$ cat src/rtl/alu_seq.sv
// alu_seq: registered ALU between the execute-stage operand muxes and the
// writeback register. Uses the same 4-bit command encoding and {Z,C,N,V}
// status ordering as the combinational datapath ALU.
//
// Ports
//   clk, rst_n       rising-edge clock, asynchronous active-low reset
//   in_valid         operation presented on alu_in1/alu_in2/alu_command/s_bit
//   in_ready         operation accepted when in_valid & in_ready at clk edge
//   alu_in1/alu_in2  operands (alu_in2 low log2(WIDTH) bits = shift amount)
//   alu_command      operation select
//   s_bit            1 = write this op's flags into status_register
//   out_valid        alu_out holds an unconsumed result
//   out_ready        consumer takes the result when out_valid & out_ready
//   alu_out          registered result
//   status_register  registered flags {Z,C,N,V}
//   busy             iterative multiplier running
//
// Handshake: a transfer happens on an input or output channel exactly at a
// rising clk edge where both valid and ready are 1; valid must be held by
// the sender until that edge and is never queued while ready is 0.
module alu_seq #(
    parameter int WIDTH      = 32,
    parameter bit MUL_ENABLE = 1'b1
) (
    input  logic             clk,
    input  logic             rst_n,
    input  logic             in_valid,
    output logic             in_ready,
    input  logic [WIDTH-1:0] alu_in1,
    input  logic [WIDTH-1:0] alu_in2,
    input  logic [3:0]       alu_command,
    input  logic             s_bit,
    output logic             out_valid,
    input  logic             out_ready,
    output logic [WIDTH-1:0] alu_out,
    output logic [3:0]       status_register,
    output logic             busy
);

    localparam int SW = $clog2(WIDTH);

    localparam logic [3:0] CMD_NOP0 = 4'b0000;
    localparam logic [3:0] CMD_MOV  = 4'b0001;
    localparam logic [3:0] CMD_ADD  = 4'b0010;
    localparam logic [3:0] CMD_ADC  = 4'b0011;
    localparam logic [3:0] CMD_SUB  = 4'b0100;
    localparam logic [3:0] CMD_SBC  = 4'b0101;
    localparam logic [3:0] CMD_AND  = 4'b0110;
    localparam logic [3:0] CMD_ORR  = 4'b0111;
    localparam logic [3:0] CMD_EOR  = 4'b1000;
    localparam logic [3:0] CMD_MVN  = 4'b1001;
    localparam logic [3:0] CMD_LSL  = 4'b1010;
    localparam logic [3:0] CMD_LSR  = 4'b1011;
    localparam logic [3:0] CMD_ASR  = 4'b1100;
    localparam logic [3:0] CMD_ROR  = 4'b1101;
    localparam logic [3:0] CMD_MUL  = 4'b1110;
    localparam logic [3:0] CMD_NOP1 = 4'b1111;

    // Output / status registers
    logic [WIDTH-1:0] r_alu_out;
    logic             r_out_valid;
    logic [3:0]       r_status;

    // Multiplier state
    logic             r_busy;
    logic [WIDTH-1:0] r_mul_a;     // multiplicand, shifts left each step
    logic [WIDTH-1:0] r_mul_b;     // multiplier, shifts right each step
    logic [WIDTH-1:0] r_mul_acc;
    logic [SW-1:0]    r_mul_cnt;
    logic             r_mul_s;     // s_bit captured at acceptance

    logic             w_accept;
    logic             w_is_mul;
    logic             w_flag_upd;
    logic             w_c_in;
    logic [SW-1:0]    w_amt;
    logic [SW:0]      w_ror_sh;
    logic [WIDTH:0]   w_add;
    logic [WIDTH:0]   w_sub;
    logic [WIDTH:0]   w_lsl;
    logic [WIDTH:0]   w_lsr;
    logic signed [WIDTH:0] w_asr;
    logic [WIDTH-1:0] w_ror;
    logic [WIDTH-1:0] w_res;
    logic             w_c;
    logic             w_v;
    logic [3:0]       w_flags;
    logic [WIDTH-1:0] w_mul_step;
    logic             w_mul_last;
    logic [3:0]       w_mul_flags;

    assign in_ready = !r_busy && (!r_out_valid || out_ready);
    assign w_accept = in_valid && in_ready;

    assign w_is_mul   = MUL_ENABLE && (alu_command == CMD_MUL);
    // NOPs (and MUL when the multiplier is not built) never touch the flags.
    assign w_flag_upd = (alu_command != CMD_NOP0) && (alu_command != CMD_NOP1) &&
                        (alu_command != CMD_MUL);

    assign w_c_in = r_status[2];
    assign w_amt  = alu_in2[SW-1:0];

    // Adder and subtractor carry chains; subtraction is in1 + ~in2 + cin so
    // the carry out is directly NOT borrow.
    assign w_add = {1'b0, alu_in1} + {1'b0, alu_in2} +
                   {{WIDTH{1'b0}}, (alu_command == CMD_ADC) && w_c_in};
    assign w_sub = {1'b0, alu_in1} + {1'b0, ~alu_in2} +
                   {{WIDTH{1'b0}}, (alu_command == CMD_SBC) ? w_c_in : 1'b1};

    // Shifts carry one extra bit so the last bit shifted out lands in it;
    // with amount 0 that extra bit stays 0.
    assign w_lsl    = {1'b0, alu_in1} << w_amt;
    assign w_lsr    = {alu_in1, 1'b0} >> w_amt;
    assign w_asr    = $signed({alu_in1, 1'b0}) >>> w_amt;
    assign w_ror_sh = (SW+1)'(WIDTH) - {1'b0, w_amt};
    // Amount 0 gives a left shift by WIDTH, which yields 0, so w_ror = in1.
    assign w_ror    = (alu_in1 >> w_amt) | (alu_in1 << w_ror_sh);

    always_comb begin
        w_res = '0;
        w_c   = 1'b0;
        w_v   = 1'b0;
        case (alu_command)
            CMD_MOV: w_res = alu_in2;
            CMD_MVN: w_res = ~alu_in2;
            CMD_ADD, CMD_ADC: begin
                w_res = w_add[WIDTH-1:0];
                w_c   = w_add[WIDTH];
                w_v   = (alu_in1[WIDTH-1] == alu_in2[WIDTH-1]) &&
                        (w_res[WIDTH-1] != alu_in1[WIDTH-1]);
            end
            CMD_SUB, CMD_SBC: begin
                w_res = w_sub[WIDTH-1:0];
                w_c   = w_sub[WIDTH];
                w_v   = (alu_in1[WIDTH-1] != alu_in2[WIDTH-1]) &&
                        (w_res[WIDTH-1] != alu_in1[WIDTH-1]);
            end
            CMD_AND: w_res = alu_in1 & alu_in2;
            CMD_ORR: w_res = alu_in1 | alu_in2;
            CMD_EOR: w_res = alu_in1 ^ alu_in2;
            CMD_LSL: begin
                w_res = w_lsl[WIDTH-1:0];
                w_c   = w_lsl[WIDTH];
            end
            CMD_LSR: begin
                w_res = w_lsr[WIDTH:1];
                w_c   = w_lsr[0];
            end
            CMD_ASR: begin
                w_res = w_asr[WIDTH:1];
                w_c   = w_asr[0];
            end
            CMD_ROR: begin
                w_res = w_ror;
                // The last bit rotated out reappears as the new msb.
                w_c   = (w_amt != '0) && w_ror[WIDTH-1];
            end
            default: w_res = '0;
        endcase
    end

    assign w_flags = {(w_res == '0), w_c, w_res[WIDTH-1], w_v};

    // Final multiplier step is folded into the load so the result appears
    // exactly WIDTH edges after acceptance.
    assign w_mul_step  = r_mul_acc + (r_mul_b[0] ? r_mul_a : '0);
    assign w_mul_last  = (r_mul_cnt == SW'(WIDTH - 1));
    assign w_mul_flags = {(w_mul_step == '0), 1'b0, w_mul_step[WIDTH-1], 1'b0};

    always_ff @(posedge clk or negedge rst_n) begin
        if (!rst_n) begin
            r_alu_out   <= '0;
            r_out_valid <= 1'b0;
            r_status    <= '0;
            r_busy      <= 1'b0;
            r_mul_a     <= '0;
            r_mul_b     <= '0;
            r_mul_acc   <= '0;
            r_mul_cnt   <= '0;
            r_mul_s     <= 1'b0;
        end else if (w_accept && w_is_mul) begin
            // Any previous result is consumed at this edge (in_ready implies it).
            r_out_valid <= 1'b0;
            r_busy      <= 1'b1;
            r_mul_a     <= alu_in1;
            r_mul_b     <= alu_in2;
            r_mul_acc   <= '0;
            r_mul_cnt   <= '0;
            r_mul_s     <= s_bit;
        end else if (w_accept) begin
            r_alu_out   <= w_res;
            r_out_valid <= 1'b1;
            if (s_bit && w_flag_upd) begin
                r_status <= w_flags;
            end
        end else if (r_busy) begin
            r_mul_a   <= r_mul_a << 1;
            r_mul_b   <= r_mul_b >> 1;
            r_mul_acc <= w_mul_step;
            r_mul_cnt <= r_mul_cnt + SW'(1);
            if (w_mul_last) begin
                r_busy      <= 1'b0;
                r_alu_out   <= w_mul_step;
                r_out_valid <= 1'b1;
                if (r_mul_s) begin
                    r_status <= w_mul_flags;
                end
            end
        end else if (r_out_valid && out_ready) begin
            r_out_valid <= 1'b0;
        end
    end

    assign alu_out         = r_alu_out;
    assign out_valid       = r_out_valid;
    assign status_register = r_status;
    assign busy            = r_busy;

endmodule

$ cat config.mk
export PLATFORM = sky130hd
export DESIGN_NAME = alu_seq
export DESIGN_NICKNAME = d
export VERILOG_FILES = /design/src/rtl/alu_seq.sv
export SDC_FILE = /design/constraint.sdc
export NUM_CORES = 1
export LEC_CHECK = 0
export ABC_AREA = 1
export ABC_CLOCK_PERIOD_IN_PS = 3010
export BUFFER_PORTS_ARGS = -buffer_cell sky130_fd_sc_hd__buf_2
export CORE_MARGIN = 2
export CORE_UTILIZATION = 25
export CTS_BUF_LIST = sky130_fd_sc_hd__clkbuf_8
export DETAILED_ROUTE_END_ITERATION = 16
export PLACE_DENSITY = 0.45
export SYNTH_ARGS = -nofsm -noshare
export SYNTH_HDL_FRONTEND = slang
export SYNTH_SLANG_ARGS = --single-unit
$ cat constraint.sdc
create_clock -name clk -period 3.01 [get_ports clk]
set_clock_uncertainty 0.05 [all_clocks]
set_input_delay 0.602 -clock clk [delete_from_list [all_inputs] [get_ports clk]]
set_output_delay 0.602 -clock clk [all_outputs]
set_load 0.01 [all_outputs]
==> metrics.md, run 1 <==
| Metric | Value |
|---|---|
| Wire length on met3 | 11700 um |
| Register bit total from synthesis | between 100 and 150 |
| Status | complete, but fails checks |
| Mapped cell area | 0.02073 mm2 |
| Share of cells above drive strength 1 | 26.97% |
| CTS Root Cell | clkbuf_8 |
| Final number of max-transition violations | 0 |
| DR iter-0 viols | 3520 |
| Critical path startpoint | status_register[2] |
| Async SR Flop Fraction | 100.0% |
| Crit path kind | flip-flop to flip-flop |
| Num CTS Buffers | 17 |
| Via Count | 29.75k |
| Cell Pwr Density | 440.6 mW/mm2 |
| CP max stage cell | fa_2 |
| CTS tree | done |
| Slew @ Worst Pin | 0.8685 ns |
| Crit-path leading delay family | simple AND/OR/NAND/NOR gates |
| Io pins | 112 |
| Final Util | 37.31% |
| Net switching power | 0.006682 W |
| Synth top area cells | nand2_1, nand3_1, dfrtp_1 |
| Combinational share of power | 63.7% |
| Syn Area/Cell | about 5.5 um2 |
| DRC | 0 |
| Starting Density | 25.24% |
| Setup TNS | -0.3479 ns |
| Total gr overflow | 0 |
| FF-to-FF path depth | 21 |
| Termination of the worst setup path | status_register[3] |
| Die Wd | 291.9 um |
| Failing checks | negative setup slack |
| R2r setup slk | -0.18 ns |
| Final Hold Viols | 0 |
| Cell variety after synth | 45 |
| Clock slew at reported path FFs | between 0.1 and 0.15 ns |
| Post-route cell area | 0.03063 mm2 |
| Hold slack | 0.2818 ns |
| Hpwl dp | between 100000 and 150000 um |
| WL final | 137300 um |
| Max Cap Viol | 0 |
| DR top layer | met5 |
| Maximum clock frequency | 313.9 MHz |
| Core Region | 0.08211 mm2 |
| H-tree depth | 4 |
| EDFF count, synth | 0 |
| First-pass GRT wire length | 196900 um |
| Hold Path Class | primary input to flip-flop |
| Wire per inst | between 20 and 25 um |
| Nets | just under 5k |
| Most common cell after layout, fill and taps aside | nand2_1 |
| Critical Path RT | 3.44 ns |
| Critical R2R Launch | status_register[2] |
| Syn Inst Count | about 3.8k |
| Clk pwr share | 13.3% |
| Max Fanout on Critical Path | 3 |
| GRT Total Usage | 31.77% |
| Pin count of the biggest net entering global routing | 75 |
| Internal power | 0.006814 W |
| CP Launch Type | flip-flop |
| Worst rel slew slack | 41.89% |
| Crit. End Element | flip-flop |
| Biggest area consumer among synthesized cells | nand2_1 |
| Worst Path Arrival | 3.62 ns |
| Via density | 5.198 |
| RSZ-0062 raised after global routing | yes |
| Metal2 WL | 56990 um |
| Met1 WL | just over 60000 um |
| Sw Ratio | 49.51% |
| Die H | a little under 300 um |
| Critical path cell sequence | nand3_2 > buf_6 > fa_2 > fa_2 > inv_1 > nand2_1 > o21ai_1 > nor2_1 > nand3_1 > nor2_1 > nand3_1 > nor2_2 > buf_6 > nand2_4 > nor2_4 > nand2_2 > nor2_1 > nand3_1 > o21ai_2 > nand2_1 > nand2_1 |
| Buffers added on ports | 111 |
| Placer Congestion | 1.074 |
| Detailed Routing Iterations Pass 1 | 6 |
| Later-pin clock latency in the skew report | between 0.5 and 0.6 ns |
| Num rows | roughly 110 |
| Vias in the first global route | 28.44k |
| Ys flop type | dfrtp_1 |
| Maximum VDD drop | between 300 and 400 uV |
| R2R Path End | status_register[3] |
| Final ANT Viol Nets | 0 |
| Clock sinks | 140 |
| Worst path buffer plus inverter count | 3 |
| Min cycle time layout | about 3.2 ns |
| Yosys warnings | 0 |
| Die footprint | 0.08523 mm2 |
| Sequential power share | 22.9% |
| WP depth | 21 |
| Yosys top cell area share | between 20 and 25% |
| Area grow syn2layout | 47.80% |
| Sequential fraction of the synthesis area | 16.90% |
| Tot Pwr | 0.01350 W |
| Setup WS post-layout | -0.1753 ns |
| CP peak stage delay | about 0.54 ns |
| Final worst-path cycle share | 105.8% |
| Placed cell areas | 0.02928 mm2 |
| Commonest cells after routing, fill and taps aside | nand2_1, buf_4, nand3_1, inv_1, nor2_1 |
| Initial antenna violation count | 20 |
| Syn nets | 3982 |
| Final setup vio count | 5 |
| Leakage power | 16.75 nW |
| Clk buf depth | 2 |
## how the worst min path moves through the flow
stage,startpoint,depth (start not counted),slack (ns),end
after floorplan,rst_n,0,0.26,alu_out[0]
after global placement,alu_out[8],2,0.41,alu_out[8]
after detailed placement,alu_out[8],2,0.42,alu_out[8]
after CTS,alu_in2[13],3,0.22,r_mul_b[13]
after global routing,alu_in2[13],3,0.27,r_mul_b[13]
final,alu_in2[13],3,0.28,r_mul_b[13]
## flip-flops by register name (all words and copies together), names as in the netlist
register         flops
r_mul_acc           32
out_valid            1
r_mul_cnt            5
r_mul_a             32
r_mul_b             32
alu_out             32
status_register      4
busy                 1
r_mul_s              1
## kinds of logic after synthesis
kind of cell | count (synthesis) | share of synthesized area [%]
DFF | 140 | 16.90
adders and majority gates | 136 | 8.391
and+or+nand+nor | 2353 | 48.26
muxes | 1 | 0.05432
buffers and inverters | 631 | 11.78
xor gates and xnor gates | 28 | 1.183
AOI/OAI and AO/OA | 484 | 13.44
## metrics by stage
stage,setup slack [ns],cells
3_5_place_dp,-0.6926,5678
3_3_place_gp,-0.7124,5678
5_1_grt,-0.3897,5720
4_1_cts,-0.1512,5716
6_report,-0.1753,5722
2_1_floorplan,-0.04499,3773
## synthesized netlist by cell type, types with 15 or more instances
| library cell | n |
|---|---|
| a22oi_1 | 15 |
| nor3_1 | 30 |
| o211ai_1 | 22 |
| dfrtp_1 | 140 |
| inv_1 | 438 |
| a22o_1 | 19 |
| o21ai_0 | 190 |
| nor2_1 | 355 |
| buf_2 | 33 |
| nand2_1 | 1144 |
| nand4_1 | 48 |
| nand3_1 | 750 |
| clkbuf_1 | 119 |
| xor2_1 | 19 |
| ha_1 | 131 |
| o22ai_1 | 16 |
| o221ai_1 | 17 |
| a21oi_1 | 147 |
| o21bai_1 | 16 |
| buf_1 | 25 |
## what timing repair did
action | CTS | global route
pin swaps | 32 | 80
hold buffers | 1 | 0
endpoints found under the setup margin | 33 | 40
gates cloned | 0 | 0
resized for setup | 84 | 152
buffers inserted | 6 | 9
endpoints found under the hold margin | 36 | 0
## metal layers
layer,global-route usage [%],vias to the layer above
met5,0,-
met4,13.16,18
met3,5.092,254
met2,47.87,1302
met1,44.75,14075
li1,-,14096
## final cells by class
cell class                      instances  area [um2]
Fill cell                            9262       51480
Multi-Input combinational cell       3002       15620
Timing Repair Buffer                 1030        8051
Sequential cell                       140        3506
Inverter                              446        1679
Tap cell                             1070        1339
Clock buffer                           17       234.0
Clock inverter                         15       203.9
Antenna cell                            2       5.005
## worst min-delay path, cell delays in order
cell	delay [ns]
buf_2	0.12
o21ai_0	0.09
inv_1	0.05
## power by group through the flow
stage / combinational [W] / sequential (W) / clock, W
global placement: 0.00813 / 0.00311 / 0
CTS: 0.00826 / 0.00309 / 0.00187
detailed placement: 0.00811 / 0.00312 / 0
floorplan: 0.00387 / 0.00303 / 0
global route: 0.00931 / 0.00316 / 0.00193
finish: 0.00860 / 0.00309 / 0.00180
No activity file was read; power rests on OpenSTA's default activity.
==> run 2, diff against run 1 <==
--- a/config.mk
+++ b/config.mk
@@ -5,7 +5,6 @@
 export SDC_FILE = /design/constraint.sdc
 export NUM_CORES = 1
 export LEC_CHECK = 0
-export ABC_AREA = 1
 export ABC_CLOCK_PERIOD_IN_PS = 3010
 export BUFFER_PORTS_ARGS = -buffer_cell sky130_fd_sc_hd__buf_2
 export CORE_MARGIN = 2
==> run 2 against run 1 <==
The flow still finishes with violations (negative setup slack). Non-clock buffer count is 160 higher. Power increased by 23%. Global-route usage down 0.66 points. Sequential power increased by 2%. Area after synthesis increased by 0.13%. Combinational power rose by 33%. Routed wire length is 1.1% lower. Utilization rose by 2.6 points. Critical endpoint unchanged. Largest cell class unchanged.
==> metrics.md, run 2 <==
| Metric | Value |
|---|---|
| CTS Root Cell | clkbuf_8 |
| Worst rel slew slack | 32.31% (-9.6 points) |
| FF-to-FF path depth | 17 (-19%) |
| Syn Area/Cell | 7.561 um2 (+38%) |
| Slew @ Worst Pin | 1.011 ns (+0.1427 ns) |
| Maximum clock frequency | 233.7 MHz (-26%) |
| Area grow syn2layout | 57.71% |
| Io pins | 112 (unchanged) |
| Async SR Flop Fraction | 100.0% (unchanged) |
| Maximum VDD drop | 622.1 uV (+80%) |
| Fillers | 8537 (-7.8%) |
| Later-pin clock latency in the skew report | 0.59 ns (+0.04 ns) |
| Pin count of the biggest net entering global routing | 77 (+2.7%) |
| Crit. End Element | flip-flop |
| Critical R2R Launch | status_register[2] |
| R2R Path End | status_register[3] |
| Cell Pwr Density | 506.8 mW/mm2 (+15%) |
| Die H | 292.1 um (about the same) |
| R2r setup slk | -1.27 ns (-1.09 ns) |
| Via Count | 27.19k (-8.6%) |
| Syn nets | 2954 (-26%) |
| EDFF count, synth | 0 (unchanged) |
| Most common cell after layout, fill and taps aside | buf_4 |
| Setup WS post-layout | -1.269 ns (-1.094 ns) |
| Placer Congestion | 1.052 (-2.0%) |
| Hold endpoint | r_mul_b[8] |
| Net switching power | 0.007639 W (+14%) |
| Ys flop type | dfrtp_1 |
| Hpwl dp | 111800 um (-4.0%) |
| Yosys top cell area share | 16.88% (-3.8 points) |
| Sequential power share | 19.0% (-3.9 points) |
| Clock slew at reported path FFs | 0.12 ns (about the same) |
| GRT Total Usage | 31.11% (-0.66 points) |
| Register bit total from synthesis | 140 (unchanged) |
| Clock sinks | 140 (unchanged) |
| Max Fanout on Critical Path | 2 (-1) |
| RSZ-0062 raised after global routing | yes |
| Multi-input gate area | 0.01752 mm2 (+12%) |
| Biggest area consumer among synthesized cells | dfrtp_1 |
| Most frequent cell after synthesis | nand2_1 |
| Share of cells above drive strength 1 | 43.12% (+16 points) |
| Final worst-path cycle share | 142.2% (+36 points) |
| Register Area | 0.003507 mm2 (about the same) |
| M2 GR Usage | 47.54% (-0.33 points) |
| Total gr overflow | 0 (unchanged) |
| Num rows | 105 (unchanged) |
| Clk buf depth | 2 (unchanged) |
| Critical Path RT | 3.46 ns (+0.02 ns) |
| Worst hold stages | 3 (unchanged) |
| Met3 Use GR | 4.521% (-0.57 points) |
| Clk pwr share | 12.1% (-1.2 points) |
| Crit path kind | flip-flop to flip-flop |
| Final setup vio count | 50 (+45) |
| Synth top area cells | dfrtp_1, mux4_2, ha_1 |
| Final Hold Viols | 0 (unchanged) |
| CP Launch Type | flip-flop |
| Die Wd | 292.1 um (about the same) |
| Die footprint | 0.08534 mm2 (+0.13%) |
| CTS tree | done |
| Final ANT Viol Nets | 0 (unchanged) |
| Buffers added on ports | 111 (unchanged) |
| Initial antenna violation count | 5 (-75%) |
| Yosys warnings | 0 (unchanged) |
| Synth cell count leaders | nand2_1, nor2_1, o21ai_0 |
| DR iter-0 viols | 2885 (-18%) |
| Status | complete, but fails checks |
| DRC | 0 (unchanged) |
| Final number of max-transition violations | 0 (unchanged) |
| Vias in the first global route | 26.40k (-7.2%) |
| Commonest cells after routing, fill and taps aside | buf_4, nand2_1, nor2_1, a21oi_1, dfrtp_1 |
| First-pass GRT wire length | 192300 um (-2.4%) |
| Gr busiest metal | met2 |
| Core Region | 0.08211 mm2 (unchanged) |
| Hold Path Class | primary input to flip-flop |
| Failing checks | negative setup slack |
| Wire per inst | 28.24 um (+18%) |
| Internal power | 0.008951 W (+31%) |
| Setup TNS | -27.91 ns (-27.56 ns) |
| Num CTS Buffers | 17 (unchanged) |
| WL final | 135800 um (-1.1%) |
| Sequential fraction of the synthesis area | 16.88% (-0.022 points) |
| Mapped cell area | 0.02075 mm2 (+0.13%) |
| Min cycle time layout | 4.279 ns (+1.094 ns) |
| Worst Path Arrival | 4.73 ns (+1.11 ns) |
| Max Cap Viol | 0 (unchanged) |
| Detailed Routing Iterations Pass 1 | 8 (+2) |
| Starting Density | 25.28% (+0.034 points) |
| Nets | 3934 (-19%) |
| Met1 Use GR | 42.11% (-2.6 points) |
| Hold slack | 0.2203 ns (-0.06148 ns) |
| Syn Inst Count | 2745 (-27%) |
| H-tree depth | 4 (unchanged) |
| Hold Path Origin | alu_in2[8] |
| Leakage power | 14.90 nW (-11%) |
| Combinational share of power | 68.9% (+5.2 points) |
| Via density | 5.653 (+8.7%) |
| Sw Ratio | 46.04% (-3.5 points) |
| Cell variety after synth | 90 (+100%) |
[run 2: cell types whose count changed after synthesis, moves of 39 or more]
| cell | delta |
|---|---|
| nor2_1 | -111 |
| clkbuf_1 | +39 |
| nand3_1 | -688 |
| nand2_1 | -764 |
| mux4_2 | +81 |
| mux2i_1 | +98 |
| inv_1 | -320 |
[run 2: logic make-up after synthesis]
logic type	share of synthesized area, %
mux	15.70
simple gates	22.12
flops	16.88
fa+ha+maj	8.380
buf+inv	6.854
xor+xnor	2.363
compound gates	27.71
[run 2: critical path, stage by stage (launching register included)]
cell	delay, ns
dfrtp_1	0.41
or4_4	0.43
fa_2	0.37
inv_2	0.07
fa_2	0.21
nor2_1	0.05
o311a_1	0.33
buf_4	0.16
nor2_2	0.07
o21bai_1	0.08
xnor2_1	0.14
a211o_1	0.30
or4bb_1	0.49
or4_4	0.58
nor4_4	0.14
buf_4	0.15
nand4_1	0.09
nand2_1	0.07
[run 2: metal layers]
metal / vias up / routed length (um)
li1: 12194 / -
met3: 279 / 10070
met5: - / 78
met1: 13357 / 58330
met2: 1350 / 59000
met4: 6 / 8342
[run 2: area by class of cell]
cell class                 instances  share of cell area (%)
sequential                       140                   10.71
clock inverter                    15                  0.7492
multi-input combinational       2252                   53.53
antenna                            1                0.007645
tap                             1070                   4.090
clock buffer                      17                  0.7148
timing repair buffer            1190                   28.72
inverter                         124                   1.468
[run 2: worst max path at each step]
stage                     depth (start not counted)                from            endpoint  slack, ns
after floorplan                                  19      alu_command[0]  status_register[3]      -1.89
after global placement                           19      alu_command[3]  status_register[3]      -2.25
after detailed placement                         19      alu_command[3]  status_register[3]      -2.26
after CTS                                        17  status_register[2]  status_register[3]      -1.28
after global routing                             17  status_register[2]  status_register[3]      -1.38
final                                            17  status_register[2]  status_register[3]      -1.27
[run 2: power groups by stage]
stage / logic [W] / registers, W / clock network (W)
floorplan: 0.00490 / 0.00316 / 0
global placement: 0.0102 / 0.00316 / 0
detailed placement: 0.0102 / 0.00318 / 0
CTS: 0.0108 / 0.00315 / 0.00207
global route: 0.0122 / 0.00326 / 0.00213
finish: 0.0114 / 0.00315 / 0.00201
[run 2: timing repair]
action | CTS | global route
endpoints found under the hold margin | 59 | 0
hold buffers | 1 | 0
endpoints found under the setup margin | 54 | 56
gates cloned | 0 | 1
resized for setup | 172 | 134
buffers inserted | 15 | 27
pin swaps | 71 | 87
[run 2: metrics by stage]
| step | instances | area [um2] | utilization, % | total power (W) | worst slack [ns] |
|---|---|---|---|---|---|
| 2_1_floorplan | 2745 | 21360 | - | 0.008065 | -1.892 |
| 3_3_place_gp | 4749 | 30570 | 37.23 | 0.01334 | -2.249 |
| 3_5_place_dp | 4749 | 30580 | 37.25 | 0.01337 | -2.256 |
| 4_1_cts | 4794 | 31940 | 38.90 | 0.01602 | -1.284 |
| 5_1_grt | 4809 | 32730 | 39.86 | 0.01756 | -1.382 |
| 6_report | 4809 | 32730 | 39.86 | 0.01659 | -1.269 |
